## config.mk

```make
export PLATFORM = sky130hd
export DESIGN_NAME = muldiv_iter
export DESIGN_NICKNAME = d
export VERILOG_FILES = /design/src/rtl/muldiv_pkg.sv /design/src/rtl/muldiv_operand_prep.sv /design/src/rtl/muldiv_iter.sv
export SDC_FILE = /design/constraint.sdc
export NUM_CORES = 2
export LEC_CHECK = 0
export BUFFER_PORTS_ARGS = -buffer_cell sky130_fd_sc_hd__buf_2
export CAP_MARGIN = 25
export CORE_MARGIN = 2
export CORE_UTILIZATION = 30
export CTS_CLUSTER_DIAMETER = 30
export DETAILED_ROUTE_END_ITERATION = 12
export GPL_TIMING_DRIVEN = 0
export PLACE_DENSITY = 0.45
export SYNTH_ARGS = -nofsm -noshare
export SYNTH_HDL_FRONTEND = slang
export SYNTH_HIERARCHICAL = 1
export SYNTH_SLANG_ARGS = --single-unit
export TNS_END_PERCENT = 100
```

## constraint.sdc

```tcl
create_clock -name clk -period 17.4 [get_ports clk]
set_clock_uncertainty 0.1 [all_clocks]
set_input_delay 3.48 -clock clk [delete_from_list [all_inputs] [get_ports clk]]
set_output_delay 3.48 -clock clk [all_outputs]
set_load 0.01 [all_outputs]
```

## src/rtl/muldiv_pkg.sv

```systemverilog
// Shared definitions for the iterative M-extension multiply/divide unit:
// funct3 codes, FSM state encoding and the word-result sign extension helper.
package muldiv_pkg;

   localparam logic [2:0] F3_MUL    = 3'b000;
   localparam logic [2:0] F3_MULH   = 3'b001;
   localparam logic [2:0] F3_MULHSU = 3'b010;
   localparam logic [2:0] F3_MULHU  = 3'b011;
   localparam logic [2:0] F3_DIV    = 3'b100;
   localparam logic [2:0] F3_DIVU   = 3'b101;
   localparam logic [2:0] F3_REM    = 3'b110;
   localparam logic [2:0] F3_REMU   = 3'b111;

   typedef enum logic [1:0] {
      IDLE = 2'd0,
      CALC = 2'd1,
      DONE = 2'd2
   } state_t;

   // Returns 64 bits; callers keep the low XLEN bits, so it serves XLEN=32 too.
   function automatic logic [63:0] sext32(input logic [31:0] value);
      return {{32{value[31]}}, value};
   endfunction

endpackage

```

## src/rtl/muldiv_operand_prep.sv

```systemverilog
// Combinational operand preparation: width select, extension, magnitudes,
// result negate flags and divide special-case detection.
module muldiv_operand_prep
   import muldiv_pkg::*;
#(
   parameter int XLEN     = 64,
   parameter int ENABLE_W = 1
) (
   input  logic [2:0]      funct3,
   input  logic            word,
   input  logic [XLEN-1:0] rs1,
   input  logic [XLEN-1:0] rs2,
   output logic            word_eff,
   output logic            illegal,
   output logic [XLEN-1:0] mag_a,
   output logic [XLEN-1:0] mag_b,
   output logic            neg_res,
   output logic            neg_rem,
   output logic            div_zero,
   output logic            overflow,
   output logic [XLEN-1:0] dividend
);

   logic            is_div;
   logic            a_signed;
   logic            b_signed;
   logic            a_neg;
   logic            b_neg;
   logic            a_min;
   logic            b_ones;
   logic            b_zero;
   logic [63:0]     a_sx;
   logic [63:0]     a_zx;
   logic [63:0]     b_sx;
   logic [63:0]     b_zx;
   logic [XLEN-1:0] a_w;
   logic [XLEN-1:0] b_w;

   always_comb begin
      word_eff = word && (ENABLE_W != 0) && (XLEN == 64);
      is_div   = funct3[2];
      illegal  = word_eff && (funct3 inside {F3_MULH, F3_MULHSU, F3_MULHU});
      a_signed = funct3 inside {F3_MULH, F3_MULHSU, F3_DIV, F3_REM};
      b_signed = funct3 inside {F3_MULH, F3_DIV, F3_REM};

      a_sx = sext32(rs1[31:0]);
      a_zx = {32'd0, rs1[31:0]};
      b_sx = sext32(rs2[31:0]);
      b_zx = {32'd0, rs2[31:0]};

      if (word_eff) begin
         a_w      = a_signed ? a_sx[XLEN-1:0] : a_zx[XLEN-1:0];
         b_w      = b_signed ? b_sx[XLEN-1:0] : b_zx[XLEN-1:0];
         a_neg    = a_signed && rs1[31];
         b_neg    = b_signed && rs2[31];
         a_min    = (rs1[31:0] == 32'h8000_0000);
         b_ones   = (rs2[31:0] == 32'hFFFF_FFFF);
         b_zero   = (rs2[31:0] == 32'd0);
         dividend = a_sx[XLEN-1:0];
      end else begin
         a_w      = rs1;
         b_w      = rs2;
         a_neg    = a_signed && rs1[XLEN-1];
         b_neg    = b_signed && rs2[XLEN-1];
         a_min    = (rs1 == {1'b1, {(XLEN-1){1'b0}}});
         b_ones   = &rs2;
         b_zero   = (rs2 == '0);
         dividend = rs1;
      end

      // Magnitudes stay correct for the most-negative value: it negates to itself
      // and reads back as the unsigned 2^(N-1).
      mag_a = a_neg ? -a_w : a_w;
      mag_b = b_neg ? -b_w : b_w;

      neg_res  = a_neg ^ b_neg;
      neg_rem  = a_neg;
      div_zero = is_div && b_zero;
      overflow = is_div && !funct3[0] && a_min && b_ones;
   end

endmodule

```

## src/rtl/muldiv_iter.sv

```systemverilog
// Iterative RV64M/RV32M multiply/divide unit: one result bit per cycle,
// valid/ready on both sides, early completion for divide special cases.
module muldiv_iter
   import muldiv_pkg::*;
#(
   parameter int XLEN     = 64,
   parameter int ENABLE_W = 1
) (
   input  logic            clk,
   input  logic            rst_n,
   input  logic            valid_i,
   output logic            ready_o,
   input  logic [2:0]      funct3_i,
   input  logic            word_i,
   input  logic [XLEN-1:0] rs1_i,
   input  logic [XLEN-1:0] rs2_i,
   input  logic            flush_i,
   output logic            valid_o,
   input  logic            ready_i,
   output logic [XLEN-1:0] result_o,
   output state_t          dbg_state
);

   // Handshake: a request transfers on a clock edge where valid_i && ready_o && !flush_i;
   // a result transfers on an edge where valid_o && ready_i (a simultaneous flush still
   // counts as delivered). ready_o is high only in IDLE, valid_o only in DONE.

   localparam int CW = $clog2(XLEN);

   state_t            state, state_n;
   logic [CW-1:0]     count, count_n;
   logic [2:0]        funct3_q, funct3_n;
   logic              word_q, word_n;
   logic              neg_res_q, neg_res_n;
   logic              neg_rem_q, neg_rem_n;
   logic [XLEN-1:0]   mag_a_q, mag_a_n;
   logic [XLEN-1:0]   mag_b_q, mag_b_n;
   logic [2*XLEN-1:0] acc, acc_n;
   logic [XLEN-1:0]   result_n;

   logic              p_word;
   logic              p_illegal;
   logic              p_neg_res;
   logic              p_neg_rem;
   logic              p_div_zero;
   logic              p_overflow;
   logic [XLEN-1:0]   p_mag_a;
   logic [XLEN-1:0]   p_mag_b;
   logic [XLEN-1:0]   p_dividend;
   logic [XLEN-1:0]   special_res;

   logic [2*XLEN-1:0] mul_acc;
   logic [2*XLEN-1:0] div_acc;
   logic [2*XLEN-1:0] step_acc;
   logic [2*XLEN-1:0] signed_prod;
   logic [XLEN:0]     rem_sh;
   logic [XLEN:0]     diff;
   logic [XLEN-1:0]   quo_s;
   logic [XLEN-1:0]   rem_s;
   logic [XLEN-1:0]   raw_res;
   logic [XLEN-1:0]   final_res;
   logic [63:0]       res_sx;

   muldiv_operand_prep #(
      .XLEN     (XLEN),
      .ENABLE_W (ENABLE_W)
   ) u_prep (
      .funct3   (funct3_i),
      .word     (word_i),
      .rs1      (rs1_i),
      .rs2      (rs2_i),
      .word_eff (p_word),
      .illegal  (p_illegal),
      .mag_a    (p_mag_a),
      .mag_b    (p_mag_b),
      .neg_res  (p_neg_res),
      .neg_rem  (p_neg_rem),
      .div_zero (p_div_zero),
      .overflow (p_overflow),
      .dividend (p_dividend)
   );

   assign ready_o   = (state == IDLE);
   assign valid_o   = (state == DONE);
   assign dbg_state = state;

   // MSB-first iteration indexed by count, so word ops simply start at bit 31.
   // Multiply: acc = 2*acc + (b[count] ? a : 0). Divide: acc = {remainder, quotient}.
   always_comb begin
      mul_acc  = {acc[2*XLEN-2:0], 1'b0} + (mag_b_q[count] ? {{XLEN{1'b0}}, mag_a_q} : '0);
      rem_sh   = {acc[2*XLEN-1:XLEN], mag_a_q[count]};
      diff     = rem_sh - {1'b0, mag_b_q};
      if (diff[XLEN]) begin
         div_acc = {rem_sh[XLEN-1:0], acc[XLEN-2:0], 1'b0};
      end else begin
         div_acc = {diff[XLEN-1:0], acc[XLEN-2:0], 1'b1};
      end
      step_acc = funct3_q[2] ? div_acc : mul_acc;

      signed_prod = neg_res_q ? -step_acc : step_acc;
      quo_s       = neg_res_q ? -step_acc[XLEN-1:0] : step_acc[XLEN-1:0];
      rem_s       = neg_rem_q ? -step_acc[2*XLEN-1:XLEN] : step_acc[2*XLEN-1:XLEN];

      case (funct3_q)
         F3_MUL:                       raw_res = signed_prod[XLEN-1:0];
         F3_MULH, F3_MULHSU, F3_MULHU: raw_res = signed_prod[2*XLEN-1:XLEN];
         F3_DIV, F3_DIVU:              raw_res = quo_s;
         default:                      raw_res = rem_s;
      endcase
      res_sx    = sext32(raw_res[31:0]);
      final_res = word_q ? res_sx[XLEN-1:0] : raw_res;
   end

   always_comb begin
      if (p_illegal) begin
         special_res = '0;
      end else if (p_div_zero) begin
         special_res = funct3_i[1] ? p_dividend : '1;
      end else begin
         special_res = funct3_i[1] ? '0 : p_dividend;
      end
   end

   always_comb begin
      state_n   = state;
      count_n   = count;
      funct3_n  = funct3_q;
      word_n    = word_q;
      neg_res_n = neg_res_q;
      neg_rem_n = neg_rem_q;
      mag_a_n   = mag_a_q;
      mag_b_n   = mag_b_q;
      acc_n     = acc;
      result_n  = result_o;

      case (state)
         IDLE: begin
            if (valid_i && !flush_i) begin
               funct3_n  = funct3_i;
               word_n    = p_word;
               neg_res_n = p_neg_res;
               neg_rem_n = p_neg_rem;
               mag_a_n   = p_mag_a;
               mag_b_n   = p_mag_b;
               acc_n     = '0;
               count_n   = p_word ? CW'(31) : CW'(XLEN-1);
               if (p_illegal || p_div_zero || p_overflow) begin
                  result_n = special_res;
                  state_n  = DONE;
               end else begin
                  state_n  = CALC;
               end
            end
         end
         CALC: begin
            if (flush_i) begin
               state_n = IDLE;
            end else begin
               acc_n   = step_acc;
               count_n = count - 1'b1;
               if (count == '0) begin
                  result_n = final_res;
                  state_n  = DONE;
               end
            end
         end
         DONE: begin
            if (ready_i || flush_i) begin
               state_n = IDLE;
            end
         end
         default: state_n = IDLE;
      endcase
   end

   always_ff @(posedge clk or negedge rst_n) begin
      if (!rst_n) begin
         state     <= IDLE;
         count     <= '0;
         funct3_q  <= '0;
         word_q    <= 1'b0;
         neg_res_q <= 1'b0;
         neg_rem_q <= 1'b0;
         mag_a_q   <= '0;
         mag_b_q   <= '0;
         acc       <= '0;
         result_o  <= '0;
      end else begin
         state     <= state_n;
         count     <= count_n;
         funct3_q  <= funct3_n;
         word_q    <= word_n;
         neg_res_q <= neg_res_n;
         neg_rem_q <= neg_rem_n;
         mag_a_q   <= mag_a_n;
         mag_b_q   <= mag_b_n;
         acc       <= acc_n;
         result_o  <= result_n;
      end
   end

endmodule

```

---- Word level (Yosys, flattened, before mapping) ----
Cells that the tools add are included.
word-level totals
  flip-flop bits (word level) ............. 334
  bits in latches ......................... 0
  RAM bits ................................ 0
  memory bits (read-only) ................. 0
  bits of input ports ..................... 137
  logic and storage cells ................. 118
  memories ................................ 0
cells by class
  add/subtract/negate cells ............... 8
  $mul .................................... 0
  div/mod/pow operators ................... 0
  order comparisons ....................... 1
  equality and inequality tests ........... 21
  shifts and indexed selects .............. 0
  mux-type cells .......................... 46
  bitwise logic cells ..................... 1
  reductions and logical operators ........ 31
operator list
  operator                                                    count
  two-way mux 64 bit                                          19
  two-way mux 128 bit                                         5
  negation 64 bit                                             4
  one-hot mux 128 bit (2 select lines)                        1
  one-hot mux 64 bit (3 select lines)                         1
  adder 128 x 64 -> 128 bit                                   1
  negation 128 bit                                            1
  one-hot mux 64 bit (2 select lines)                         1
  subtractor 65 x 64 -> 65 bit                                1
  equality test 32 bit, second input constant                 2
  equality test 64 bit, second input constant                 1
  logical NOT 64 bit                                          1
  AND reduction 64 bit                                        1
  logical NOT 32 bit                                          1
  two-way mux 6 bit                                           3
  binary-select mux 1 bit (select 6 bit)                      2
  equality test 3 x 2 -> 1 bit, second input constant         4
  equality test 3 bit, second input constant                  4
  one-hot mux 6 bit (2 select lines)                          1
  logical AND 1 bit                                           10
  two-way mux 2 bit                                           5
  less-than comparator 6 x 7 -> 1 bit, second input constant  1
  two-way mux 1 bit                                           7
  equality test 3 x 1 -> 1 bit, second input constant         2
  other kinds (21)                                            29

---- Longest topological paths before layout ----
  word-level depth ........................ 12
  depth in mapped cells ................... 34
  depth with buffers taken out ............ 30

---- By module ----
The synthesis kept the hierarchy.
by module, submodules not included
  module               instances  cells an instance  area each (µm²)  seq. area each (µm²)
  muldiv_iter          1          4842               35656.7          8358.0
  muldiv_operand_prep  1          796                4722.0           0.0

---- Worst setup path after synthesis ----
Ideal clock, no wire load.
  path type ............................... flip-flop to flip-flop
  from .................................... reg count[1]
  to ...................................... reg result_o[50]
  library setup time ...................... 0.082 ns
  arrival time ............................ 7.125 ns
  slack ................................... 10.093 ns
  stages on the path, launching flop included .. 30
  cell sequence ........................... dfrtp_1 -> clkbuf_1 -> buf_2 -> clkbuf_1 -> mux4_2 -> mux4_2 -> nand2_1 -> nand2_1 -> o21ai_1 -> ha_1 -> inv_1 -> fa_1 -> a211oi_1 -> o211ai_1 -> nand4b_1 -> a211oi_2 -> o41a_1 -> o21ai_4 -> nand2_4 -> a221oi_2 -> ha_1 -> o31a_1 -> nand4_1 -> or3_1 -> or4_4 -> o41ai_2 -> xor2_1 -> nor2_1 -> or3_1 -> a31oi_1
on the way
  cells in the longest elaborated chain, start to end .. 12
RTL lines
  what                                                                RTL line                              RTL
  from (decl)                                                         muldiv_iter.sv:31                     logic [CW-1:0] count, count_n;
  from (signal assigned)                                              muldiv_iter.sv:190                    count <= count_n;
  binary-select mux 1 bit (select 6 bit) (on tied branches)           muldiv_iter.sv:90, muldiv_iter.sv:91
  two-way mux 1 bit (on tied branches)                                muldiv_iter.sv:90, muldiv_iter.sv:91
  two-way mux 64 bit or subtractor 65 x 64 -> 65 bit (tied branches)  muldiv_iter.sv:90, muldiv_iter.sv:92
  adder 128 x 64 -> 128 bit or two-way mux 128 bit (tied branches)    muldiv_iter.sv:90, muldiv_iter.sv:93
  two-way mux 128 bit                                                 muldiv_iter.sv:98                     step_acc = funct3_q[2] ? div_acc : mul_acc;
  negation 128 bit (tied with other cells)                            muldiv_iter.sv:100                    signed_prod = neg_res_q ? -step_acc : step_acc;
  two-way mux 128 bit (tied with other cells)                         muldiv_iter.sv:100
  one-hot mux 64 bit (3 select lines)                                 muldiv_iter.sv:104                    case (funct3_q)
  two-way mux 64 bit                                                  muldiv_iter.sv:111                    final_res = word_q ? res_sx[XLEN-1:0] : raw_res;
  two-way mux 64 bit                                                  muldiv_iter.sv:161                    if (count == '0) begin
  two-way mux 64 bit                                                  muldiv_iter.sv:156                    if (flush_i) begin
  one-hot mux 64 bit (2 select lines)                                 muldiv_iter.sv:136                    case (state)
  to (signal assigned)                                                muldiv_iter.sv:198                    result_o <= result_n;
  to (decl)                                                           muldiv_iter.sv:20                     output logic [XLEN-1:0] result_o,
Parallel ways exist; a longest one is shown, timed or not. The select of a mux whose other input is x is not followed.
A chain may end at the register's enable or synchronous reset.

---- Final worst setup path ----
  from .................................... reg count[1]
  to ...................................... reg result_o[44]
The elaborated chain is that of the path after synthesis.

==> reports/qor.txt <==
Sw Pwr - 4.638 mW
share of layout cells above drive strength 1 - 0.1249
CP peak stage delay - 1.05 ns
chip height - 370.9 um
minimum clock period - 12.55 ns
total CTS buffers - 112
Placed Area - 44460 sq um
largest net degree at the start of global routing - 108
vias - 50904
gpl congestion - 1.052
grt total ovfl - 0
Lkg Pwr - 19.40 nW
Area Overhead vs Synth - 20.50%
delay-heaviest family, CP - compound AO/OA/AOI/OAI gates
Mapped Nets - 5911
first-pass GRT wire length - 398400 um
Routed Antenna Nets - 0
CORE AREA - 133500 sq um
Port Buffer Count - 201
register share of total power - 0.140
outcome - finished, final reports clean
Power Total - 8.568 mW
starting density of the core - 0.3026
Slew Viols, Final - 0
number of detailed-route iterations in the first pass - 8
total track usage - 0.4166
Syn Area/Cell - 7.162 sq um
ys flop type - dfrtp_1
Area contributors post-synth - dfrtp_1 (21%), nand2_1 (7.8%), o21ai_0 (6.8%), a21oi_1 (4.9%), ha_1 (4.2%)
final setup fails - 0
final hold slack - 0.3946 ns
Yosys cell types - 118
clock power share - 0.259
Max Clk Rate - 79.66 MHz
initial antenna violation count - 21
yosys synthesis warning count - 6
number of synthesized flops with an enable pin - 0
Via-to-Cell Ratio - 6.451
Yosys top cell area share - 0.2070
root cell of the clock tree - clkbuf_16
HPWL Detailed - 245200 um
Hold Crit Class - reg -> reg
type of origin of the critical path - flop
Setup CP Type - reg -> reg
combinational power share - 0.601
num ports - 205
CTS tree - done
WP data required - 17.91 ns
Setup crit end kind - flop
Max Cap Viol - 0
TritonCTS Sinks - 334
DRT iter0 DRCs - 6563
post-synth top area cell - dfrtp_1
Internal Power - 3.930 mW
Async S/R FF share, synth - 1.000
CP max FO - 10
count of buffer and inverter cells on the critical path - 4
Worst-path clk slew - 0.05 ns
Post-Synthesis Cells - 5638
Die X - 370.9 um
Hold Fails Final Rpt - 0
Clock Tree Buf Depth - 3
setup_tns - 0 ns
area of the die - 137500 sq um
htree depth - 3
Post-Syn Area - 40380 sq um
postcts setup bufs - 0
register bit total from synthesis - 334
Seq/Total Area, Yosys - 0.2070
num rows - 134
Worst VDD drop - 0.00008617 V
WL/cell - 37.52 um
Final Core Density - 0.3646
RSZ-0062 raised after global routing - no
switching share of power - 0.5413
Slowest cell on crit path - o41ai_1
PwrDens - 176.1 nW/um^2
vias in the first global route - 47423
CP arrival - 13.07 ns
Skew-Pair Late Insertion Delay - 0.78 ns
period utilization - 0.7215
cts-stage hold buffer count - 0
cells resized by post-CTS repair - 0
worst-margin pin slew - 1.260 ns
Finished Cell Area - 48660 sq um
slew margin rel. - 0.1563
# DRC - 0
final wirelength - 296100 um
nets - 6292
## layer usage
metal | part of all wire | GRT usage | wire, um
met3 | 0.10 | 0.1241 | 30730
met2 | 0.40 | 0.5892 | 119300
met4 | 0.061 | 0.2173 | 18190
met1 | 0.43 | 0.5661 | 127800
met5 | 0.00037 | 0 | 110
## through the flow
stage / setup slack, ns / std cells
2_1_floorplan: 10.09 / 5638
3_3_place_gp: 4.817 / 7607
3_5_place_dp: 5.362 / 7673
4_1_cts: 5.331 / 7879
5_1_grt: 4.897 / 7879
6_report: 4.847 / 7891
## path summary, 6_finish.rpt
path	startpoint	endpoint	slack [ns]	cells after the start
min in group asynchronous	rst_n	mag_b_q[27]	2.58	1
min	mag_a_q[33]	mag_a_q[33]	0.39	2
max reg2reg	count[1]	result_o[44]	4.85	28
max in group asynchronous	rst_n	acc[9]	12.95	3
max	count[1]	result_o[44]	4.85	28
min reg2reg	mag_a_q[33]	mag_a_q[33]	0.39	2
## sequential cells by signal, indices dropped and copies added, names as in the netlist
register   cells
result_o      64
mag_a_q       64
neg_rem_q      1
neg_res_q      1
acc          128
mag_b_q       64
funct3_q       3
count          6
word_q         1
dbg_state      2
## cells in the mapped netlist, types with 39 or more instances
library cell    n
nand2_1       837
o21ai_0       550
nor2_1        443
a21oi_1       394
dfrtp_1       334
clkbuf_1      277
xnor2_1       184
nand4_1       179
nor3_1        169
inv_1         155
nand3_1       148
ha_1          134
xor2_1        132
and2_1        106
a31oi_1        87
o211ai_1       84
nor4_1         75
mux2i_1        69
a211oi_1       63
o31ai_1        62
o21a_1         55
and3_1         53
a22o_1         52
a21o_1         44
buf_2          43
nand2b_1       42
and4_1         41
o22ai_1        40
buf_4          39
## placed cells by master, fill, tap and decap left out, types with 132 or more instances in the layout
master and n:
a21oi_1 394, nor3_1 166, ha_1 134, nor2_1 443, buf_2 258, nand4_1 179
o21ai_0 548, nand3_1 148, xnor2_1 184, clkbuf_1 286, dfrtp_1 334, nand2_1 837
xor2_1 132, inv_1 155
## worst min-delay path, delay by kind of cell (launching register included)
kind	cells	cell delay, ns
flops	1	0.35
simple gates	2	0.11
## power groups by stage
stage	Sequential [mW]	Clock [mW]	Combinational [mW]
after floorplan	1.10	0	2.67
after global routing	1.21	2.28	5.28
after CTS	1.18	2.24	4.90
after detailed placement	1.19	0	4.87
final	1.20	2.22	5.15
after global placement	1.19	0	4.79
## kinds of logic (layout without fill, tap and decap cells)
| group | Yosys count | after routing | share of synthesized area |
|---|---|---|---|
| simple gates | 2346 | 2346 | 0.2882 |
| buf+inv | 557 | 1030 | 0.05953 |
| xor+xnor | 316 | 316 | 0.06854 |
| mux | 126 | 126 | 0.04090 |
| other cells | 0 | 12 | 0 |
| fa+ha+maj | 136 | 136 | 0.04251 |
| flops | 334 | 334 | 0.2070 |
| compound gates | 1823 | 1823 | 0.2933 |
## final cells by class
| type | instances | area [sq um] |
|---|---|---|
| multi-input cells | 4747 | 29730 |
| clock buffers | 156 | 3298 |
| fillers | 14653 | 84800 |
| flip-flops and latches | 334 | 8358 |
| inverters | 157 | 589.3 |
| repair buffers | 267 | 1748 |
| diodes | 12 | 30.03 |
| clock inverters | 50 | 869.6 |
| plain buffers | 400 | 1818 |
| well taps | 1768 | 2212 |
No activity file was read; power rests on OpenSTA's default activity.
